`src/rtl/tff_ctrl_pkg.sv`:
```
// tff_ctrl_pkg: shared types and constants for the TFF counter sequencer.
//   tff_ctrl_state_t : sequencer state encoding (IDLE / RUN / DONE)
//   DIR_UP/DIR_DOWN  : encoding of the dir input
package tff_ctrl_pkg;

    typedef enum logic [1:0] {
        IDLE = 2'b00,
        RUN  = 2'b01,
        DONE = 2'b10
    } tff_ctrl_state_t;

    localparam logic DIR_UP   = 1'b0;
    localparam logic DIR_DOWN = 1'b1;

endpackage

```
`src/rtl/tff_cell.sv`:
```
// tff_cell: single toggle flip-flop, async active-low reset to 0.
//   clk   in : clock
//   rst_n in : async reset, active low
//   t     in : toggle enable, q flips on rising edge when 1
//   q     out: stored bit
module tff_cell (
    input  logic clk,
    input  logic rst_n,
    input  logic t,
    output logic q
);

    always_ff @(posedge clk or negedge rst_n) begin
        if (!rst_n) q <= 1'b0;
        else if (t) q <= ~q;
    end

endmodule

```
`src/rtl/tff_counter_ctrl.sv`:
```
// tff_counter_ctrl: sequencer driving a bank of toggle flops as an up/down
// modulo counter with a start/stop/done handshake.
//   clk, rst_n   : clock, async active-low reset
//   start        : request a run (sampled in IDLE) with dir / limit
//   stop         : abort current run (sampled in RUN)
//   count        : bank outputs
//   t_vec        : toggle enables into the bank (combinational)
//   busy / done  : RUN indicator / one-cycle completion pulse
// Optional build macro TFF_CTRL_AUTORELOAD_EN: on reaching the target the
// counter reloads its initial value and keeps running, pulsing done.
module tff_counter_ctrl
    import tff_ctrl_pkg::*;
#(
    parameter int WIDTH = 4
) (
    input  logic             clk,
    input  logic             rst_n,
    input  logic             start,
    input  logic             dir,
    input  logic [WIDTH-1:0] limit,
    input  logic             stop,
    output logic [WIDTH-1:0] count,
    output logic [WIDTH-1:0] t_vec,
    output logic             busy,
    output logic             done
);

    tff_ctrl_state_t  state_q, state_d;
    logic             dir_q, dir_d;
    logic [WIDTH-1:0] limit_q, limit_d;

    logic [WIDTH-1:0] start_init;
    logic [WIDTH-1:0] run_init;
    logic [WIDTH-1:0] run_target;
    logic [WIDTH-1:0] step_vec;
    logic             at_target;

    // Init for a new run comes from the live inputs; once running, from the
    // latched copies so mid-run dir/limit changes are ignored.
    assign start_init = (dir == DIR_DOWN) ? limit : '0;
    assign run_init   = (dir_q == DIR_DOWN) ? limit_q : '0;
    assign run_target = (dir_q == DIR_DOWN) ? '0 : limit_q;
    assign at_target  = (count == run_target);

    // Ripple toggle enables: bit i flips when all lower bits are 1 (up)
    // or all lower bits are 0 (down).
    always_comb begin
        logic all_one;
        logic all_zero;
        step_vec    = '0;
        step_vec[0] = 1'b1;
        all_one     = count[0];
        all_zero    = ~count[0];
        for (int i = 1; i < WIDTH; i++) begin
            step_vec[i] = (dir_q == DIR_DOWN) ? all_zero : all_one;
            all_one     = all_one & count[i];
            all_zero    = all_zero & ~count[i];
        end
    end

    // State register
    always_ff @(posedge clk or negedge rst_n) begin
        if (!rst_n) begin
            state_q <= IDLE;
            dir_q   <= DIR_UP;
            limit_q <= '0;
        end else begin
            state_q <= state_d;
            dir_q   <= dir_d;
            limit_q <= limit_d;
        end
    end

    // Next-state logic
    always_comb begin
        state_d = state_q;
        dir_d   = dir_q;
        limit_d = limit_q;
        case (state_q)
            IDLE: begin
                if (start) begin
                    dir_d   = dir;
                    limit_d = limit;
                    state_d = RUN;
                end
            end
            RUN: begin
                if (stop) begin
                    state_d = IDLE;
                end else if (at_target) begin
`ifdef TFF_CTRL_AUTORELOAD_EN
                    state_d = RUN;
`else
                    state_d = DONE;
`endif
                end
            end
            DONE:    state_d = IDLE;
            default: state_d = IDLE;
        endcase
    end

    // Output logic
    always_comb begin
        t_vec = '0;
        busy  = (state_q == RUN);
        done  = (state_q == DONE);
        case (state_q)
            IDLE: begin
                // The bank can only toggle, so loading means flipping the
                // bits that differ from the init value.
                if (start) t_vec = count ^ start_init;
            end
            RUN: begin
                if (!stop) begin
                    if (at_target) begin
`ifdef TFF_CTRL_AUTORELOAD_EN
                        t_vec = count ^ run_init;
                        done  = 1'b1;
`endif
                    end else begin
                        t_vec = step_vec;
                    end
                end
            end
            default: t_vec = '0;
        endcase
    end

    for (genvar g = 0; g < WIDTH; g++) begin : g_bank
        tff_cell u_cell (
            .clk   (clk),
            .rst_n (rst_n),
            .t     (t_vec[g]),
            .q     (count[g])
        );
    end

endmodule

```
`config.mk`:
```
export PLATFORM = sky130hd
export DESIGN_NAME = tff_counter_ctrl
export DESIGN_NICKNAME = d
export VERILOG_FILES = /design/src/rtl/tff_ctrl_pkg.sv /design/src/rtl/tff_cell.sv /design/src/rtl/tff_counter_ctrl.sv
export SDC_FILE = /design/constraint.sdc
export NUM_CORES = 1
export LEC_CHECK = 0
export CORE_UTILIZATION = 49
export DETAILED_ROUTE_END_ITERATION = 10
export GPL_TIMING_DRIVEN = 0
export PLACE_DENSITY = 0.8
export REMOVE_ABC_BUFFERS = 1
export SETUP_SLACK_MARGIN = 0.15
export SYNTH_ARGS = -nofsm -noshare
export SYNTH_HDL_FRONTEND = slang
export SYNTH_HIERARCHICAL = 1
export SYNTH_SLANG_ARGS = --single-unit
```
`constraint.sdc`:
```
create_clock -name clk -period 3.25 [get_ports clk]
set_input_delay 0.325 -clock clk [delete_from_list [all_inputs] [get_ports clk]]
set_output_delay 0.325 -clock clk [all_outputs]
set_load 0.01 [all_outputs]
```
==> impl_metrics.json <==
{
  "grt_max_degree": 12,
  "ir_drop_mv": 0.601,
  "finClkSkew_ns": 0.00696,
  "place.gp.congestion": 0.694,
  "r2r-end": "g_bank[1].u_cell/q",
  "reg2regPathDepth": 4,
  "outcome": "finished, final reports clean",
  "synth_most_common_cell": "dfrtp_1",
  "port-buffer-count": 18,
  "final.min_clock_period_ns": 2.75,
  "antenna_found_initial": 0,
  "worstSetupPathType": "reg2out",
  "r2r_slack_ns": 1.43,
  "cts-htree-levels": 1,
  "clockRootBuffer": "clkbuf_4",
  "placed_cell_area_sq_um": 848,
  "wl_microns": 1420,
  "setup_viol": 0,
  "worst_hold_slack_ns": 0.386,
  "rsz0062_at_grt": "no",
  "cts_tree": "done",
  "drc": 0,
  "final_layout_size_suffix_gt1_frac": 0.134,
  "io_pins": 19,
  "grt_pass1_wl_microns": 2220,
  "fillers": 90,
  "cp_data_required_time_ns": 2.92,
  "synth_top_area_cell": "dfrtp_1",
  "yosysUniqueCellTypes": 25,
  "ys_seq_elements": 11,
  "slowest_stage": "clkdlybuf4s50_1",
  "hold_buffers": 0,
  "endpoint_kind": "output pin",
  "clkTransAtPathRegs_ns": 0.08,
  "ys_top_cells_by_count": "11 x dfrtp_1, 9 x xor2_1, 6 x nand2_1, 5 x mux2_2, 5 x nor2_1",
  "ant_nets": 0,
  "period_share": 0.845,
  "grt_overflow_total": 0,
  "core_area_sq_um": 1190,
  "ys.flop_type": "dfrtp_1",
  "clock_latency_ns": 0.27,
  "synthArstFlopShare": 1.00,
  "max_freq_mhz": 364,
  "diodes": 0,
  "grt_pass1_vias": 494,
  "viasPerCell": 5.84,
  "leakage_nw": 0.344,
  "row_count": 12,
  "dpl.hpwl_microns": 1050,
  "finalHoldViolations": 0,
  "syn-instance-count": 63,
  "r2r-start": "g_bank[1].u_cell/q",
  "synth_edf_count": 0,
  "synthToLayoutAreaGrowth_pct": 30.4,
  "critical_path_arrival_ns": 2.42,
  "cap_violations": 0,
  "dieArea_sq_um": 1520,
  "utilization": 0.738,
  "cts_buffers": 3,
  "ys_seq_area_frac": 0.410,
  "start_kind": "flop",
  "post_cts_resized": 0,
  "die_h_microns": 39.0,
  "post_cts_buffers": 0,
  "crit_fanout": 11,
  "die-width_microns": 39.0,
  "syn_area_sq_um": 672,
  "initialDrtViolationCount": 3,
  "crit_path_max_incr_delay_ns": 0.62,
  "hp-class": "in2async",
  "finalPower_mw": 0.859,
  "vias": 561,
  "slew_headroom": 0.657,
  "detailedRoute.firstPassIterationCount": 4,
  "fin_nets": 92,
  "avgSynthCellArea_sq_um": 10.7,
  "drv_slew": 0,
  "post_drt_wl_per_cell_microns": 14.7,
  "p_per_area_nw_per_um2": 981,
  "clkSinkCount": 11,
  "path_cells": "nand4bb_1, o22a_1, a32oi_4, o32ai_1, clkdlybuf4s50_1",
  "yosysTopAreaCellShare": 0.410,
  "worst_slew_pin_slew_ns": 0.512,
  "synth_area_leaders": "dfrtp_1 41%, xor2_1 12%, mux2_2 8.4%, a32oi_4 4.1%, o32ai_1 3.9%",
  "start_util": 0.566,
  "final_area_sq_um": 876,
  "finalSetupTns_ns": 0,
  "grt_use_total": 0.234,
  "yosysWarningCount": 6,
  "clk_path_buf_depth": 2
}
critical path, delay by kind of cell, from the launching register on:
family                 cells  cell delay [ns]
AO/OA/AOI/OAI              3             0.72
buffers and inverters      1             0.62
flip-flops                 1             0.61
AND/OR/NAND/NOR            1             0.20
flip-flops by register name, summed over array words and instances (netlist names):
signal,cells
dir_q,1
state_q,2
g_bank.u_cell/q,4
limit_q,4
metrics by stage:
step / setup WS (ns) / instances
6_report: 0.504 / 96
2_1_floorplan: 1.44 / 60
3_5_place_dp: 0.809 / 92
3_3_place_gp: 0.839 / 92
4_1_cts: 0.488 / 96
5_1_grt: 0.386 / 96
layer usage:
metal  global-route usage  wire (microns)  up-vias
li1                     -               -      266
met3               0.0520              52        2
met5                    0               0        -
met1                0.262             606      277
met2                0.408             735       16
met4                0.121              20        0
final cells by class:
class	instances	area, sq um	area share
clock inverter	1	5.00	0.00571
sequential	11	275	0.314
timing repair buffer	18	180	0.206
multi-input combinational	49	375	0.429
tap	14	17.5	0.0200
clock buffer	3	22.5	0.0257
how the worst max path moves through the flow:
stage | endpoint | startpoint | cells past startpoint
4_1_cts | t_vec[3] | g_bank[0].u_cell/q | 5
5_1_grt | t_vec[3] | g_bank[0].u_cell/q | 5
6_report | t_vec[3] | g_bank[0].u_cell/q | 5
2_1_floorplan | t_vec[1] | g_bank[0].u_cell/q | 4
3_3_place_gp | t_vec[3] | g_bank[0].u_cell/q | 5
3_5_place_dp | t_vec[3] | g_bank[0].u_cell/q | 5
cell usage in the layout, fill, tap and decap left out, drive strengths merged, types with 2 or more instances in the layout:
cell and count:
mux2 5, xor2 9, nor2b 2, dfrtp 11, nand2 6, xnor2 2
o21ai 3, nor2 5, o32ai 3, clkdlybuf4s50 18, clkbuf 3
logic make-up (layout without fill, tap and decap cells):
group,count (synthesis),in the layout,synth area share
flip-flops,11,11,0.410
buffers and inverters,3,22,0.0317
AO/OA/AOI/OAI,11,11,0.142
multiplexers,5,5,0.0838
XOR/XNOR,11,11,0.143
AND/OR/NAND/NOR,22,22,0.190
power breakdown:
part | internal, mW | total (mW) | switching, mW
registers | 0.203 | 0.324 | 0.121
logic | 0.253 | 0.439 | 0.186
clock network | 0.0456 | 0.0958 | 0.0502
Note: power is estimated with default switching activity, not from simulation.
==> variant (same flow settings) <==
The 3 states of `tff_ctrl_state_t` get a one-hot encoding in 3 bits.
--- a/src/rtl/tff_ctrl_pkg.sv
+++ b/src/rtl/tff_ctrl_pkg.sv
@@ -3,10 +3,10 @@
 //   DIR_UP/DIR_DOWN  : encoding of the dir input
 package tff_ctrl_pkg;
 
-    typedef enum logic [1:0] {
-        IDLE = 2'b00,
-        RUN  = 2'b01,
-        DONE = 2'b10
+    typedef enum logic [2:0] {
+        IDLE = 3'b001,
+        RUN  = 3'b010,
+        DONE = 3'b100
     } tff_ctrl_state_t;
 
     localparam logic DIR_UP   = 1'b0;
Formal check against the unedited RTL: no difference found for any inputs over 10 cycles, from zero or initial values and one cycle with rst_n low; not proved beyond that.
==> variant against the unedited design <==
Maximum frequency rose by 3.1%; wire length rose by 8.3%; power fell by 0.34%; design area rose by 8.6%; largest cell class unchanged; area after synthesis rose by 9.5%; setup slack improved by 0.083 ns; final cell count rose by 19%; sequential cell count rose by 1; non-clock buffer count did not move; synthesized cell count rose by 27%; clock skew fell by 0.0040 ns; combinational power fell by 12%.
==> variant: results (changes against the unedited design) <==
- The per-instance average area after synthesis is 9.20 um^2 (-14%).
- The maximum single-stage delay on the critical path was 0.59 ns (-0.03 ns).
- The number of buffer cells added on primary ports is 18 (unchanged).
* Number of antenna violations at the first check in global routing: 0 (unchanged)
- Count of inserted antenna diode cells: 0 (unchanged)
* Arrival time at the worst endpoint: 2.34 ns (-0.08 ns)
- The worst-margin pin slew came to 0.566 ns (+0.0541 ns).
- The maximum clock skew at final layout was 0.00301 ns (-0.00396 ns).
* Final weighted congestion in routability-driven placement: 0.758 (+9.2%)
* Clock latency reported for the late side of the worst-skew pair: 0.27 ns (about the same)
* Worst Path Max Fanout: 12 (+1)
- The number of clock sinks was 12 (+1).
* Pin count of the biggest net entering global routing: 13 (+1)
* Ratio of cells with drive above 1 in the final layout: 8.08% (-5.3 points)
* Overall via count from detail_route: 653 (+16%)
- The largest registers in the layout are g_bank.u_cell/q: 4 flops, limit_q: 4 flops, state_q: 3 flops.
- Clk Tree Root Cell: clkbuf_4
- The worst-case vdd ir drop is 0.408 mV (-32%).
- The first-pass GRT wire length was 2.44 mm (+9.6%).
* Number of nets in the layout: 109 (+18%)
* Cts bufs inserted: 3 (unchanged)
- Commonest cells in the synthesized netlist: 21 x nand2_1, 11 x dfrtp_1, 9 x xor2_1
* DRT iter0 DRCs: 15 (+12)
* Portion of the post-synthesis area used by sequential elements: 41.0% (about the same)
- The H-tree depth was 1 (unchanged).
- The count of placed standard cells in the final layout, fillers left out was 114 (+19%).
* Average routed wire per standard cell: 13.4 um (-8.8%)
* Post-CTS clock slew at the launch and capture registers of the worst setup and hold paths: 0.08 ns (about the same)
- Highest-delay cell along the critical path: or4_4
* CP top delay family: simple AND/OR/NAND/NOR gates
* Outcome: completed
- The total leakage power came to 0.393 nW (+14%).
* Post-synth cell types: 26 (+4.0%)
* Vias in the first global route: 535 (+8.3%)
- Cell types with the largest area share after synthesis: dfrtp_1 37%, nand2_1 11%, xor2_1 11%
* Global Route Usage Sum: 23.2% (-0.25 points)
variant: where the power goes:
group / leakage, nW / switching [mW] / internal [mW]
clock: 0.0210 / 0.0521 / 0.0681
combinational: 0.226 / 0.172 / 0.213
sequential: 0.146 / 0.132 / 0.219
variant: cell type report:
type                       instances  area (um^2)
multi-input combinational         65          414
fill                             113          399
sequential                        12          302
timing repair buffer              18          180
clock buffer                       4         36.3
tap                               15         18.8
variant: worst reg2reg max path, delay by kind of cell, from the launching register on:
kind | cells | cell delay (ns)
simple gates | 1 | 0.59
compound gates | 2 | 0.45
flops | 1 | 0.51
xor+xnor | 1 | 0.17
variant: path summary, 6_finish.rpt:
check	from	to	slack, ns	depth (start not counted)
worst max-delay path	dir_q	t_vec[0]	0.59	4
worst min-delay path	rst_n	state_q[2]	0.41	1
worst max register to register	dir_q	g_bank[0].u_cell/q	1.40	4
worst min register to register	state_q[2]	state_q[0]	0.54	1
max in group asynchronous	rst_n	state_q[0]	2.46	1
min in group clk	state_q[2]	state_q[0]	0.54	1
variant: per-stage QoR:
step	setup WS (ns)	area [um^2]	utilization, %	total power, mW
after floorplan	1.40	716	-	0.572
after global placement	0.739	915	67.7	0.719
after detailed placement	0.735	915	67.7	0.735
after CTS	0.593	951	70.4	0.857
after global routing	0.441	951	70.4	0.927
final	0.587	951	70.4	0.856
variant: kinds of logic (layout without fill, tap and decap cells):
logic type	Yosys count	after routing	share of synthesized area, %
AOI/OAI and AO/OA	12	12	13.4
xor gates and xnor gates	11	11	13.1
buffers and inverters	3	22	2.72
DFF	12	12	41.0
and+or+nand+nor	42	42	29.8
variant: layer usage:
metal	part of all wire, %	track usage, %	up-vias
met5	0	0	-
met4	0	10.0	0
met3	5.3	8.15	0
met2	47	33.7	27
met1	47	30.7	311
li1	-	-	315
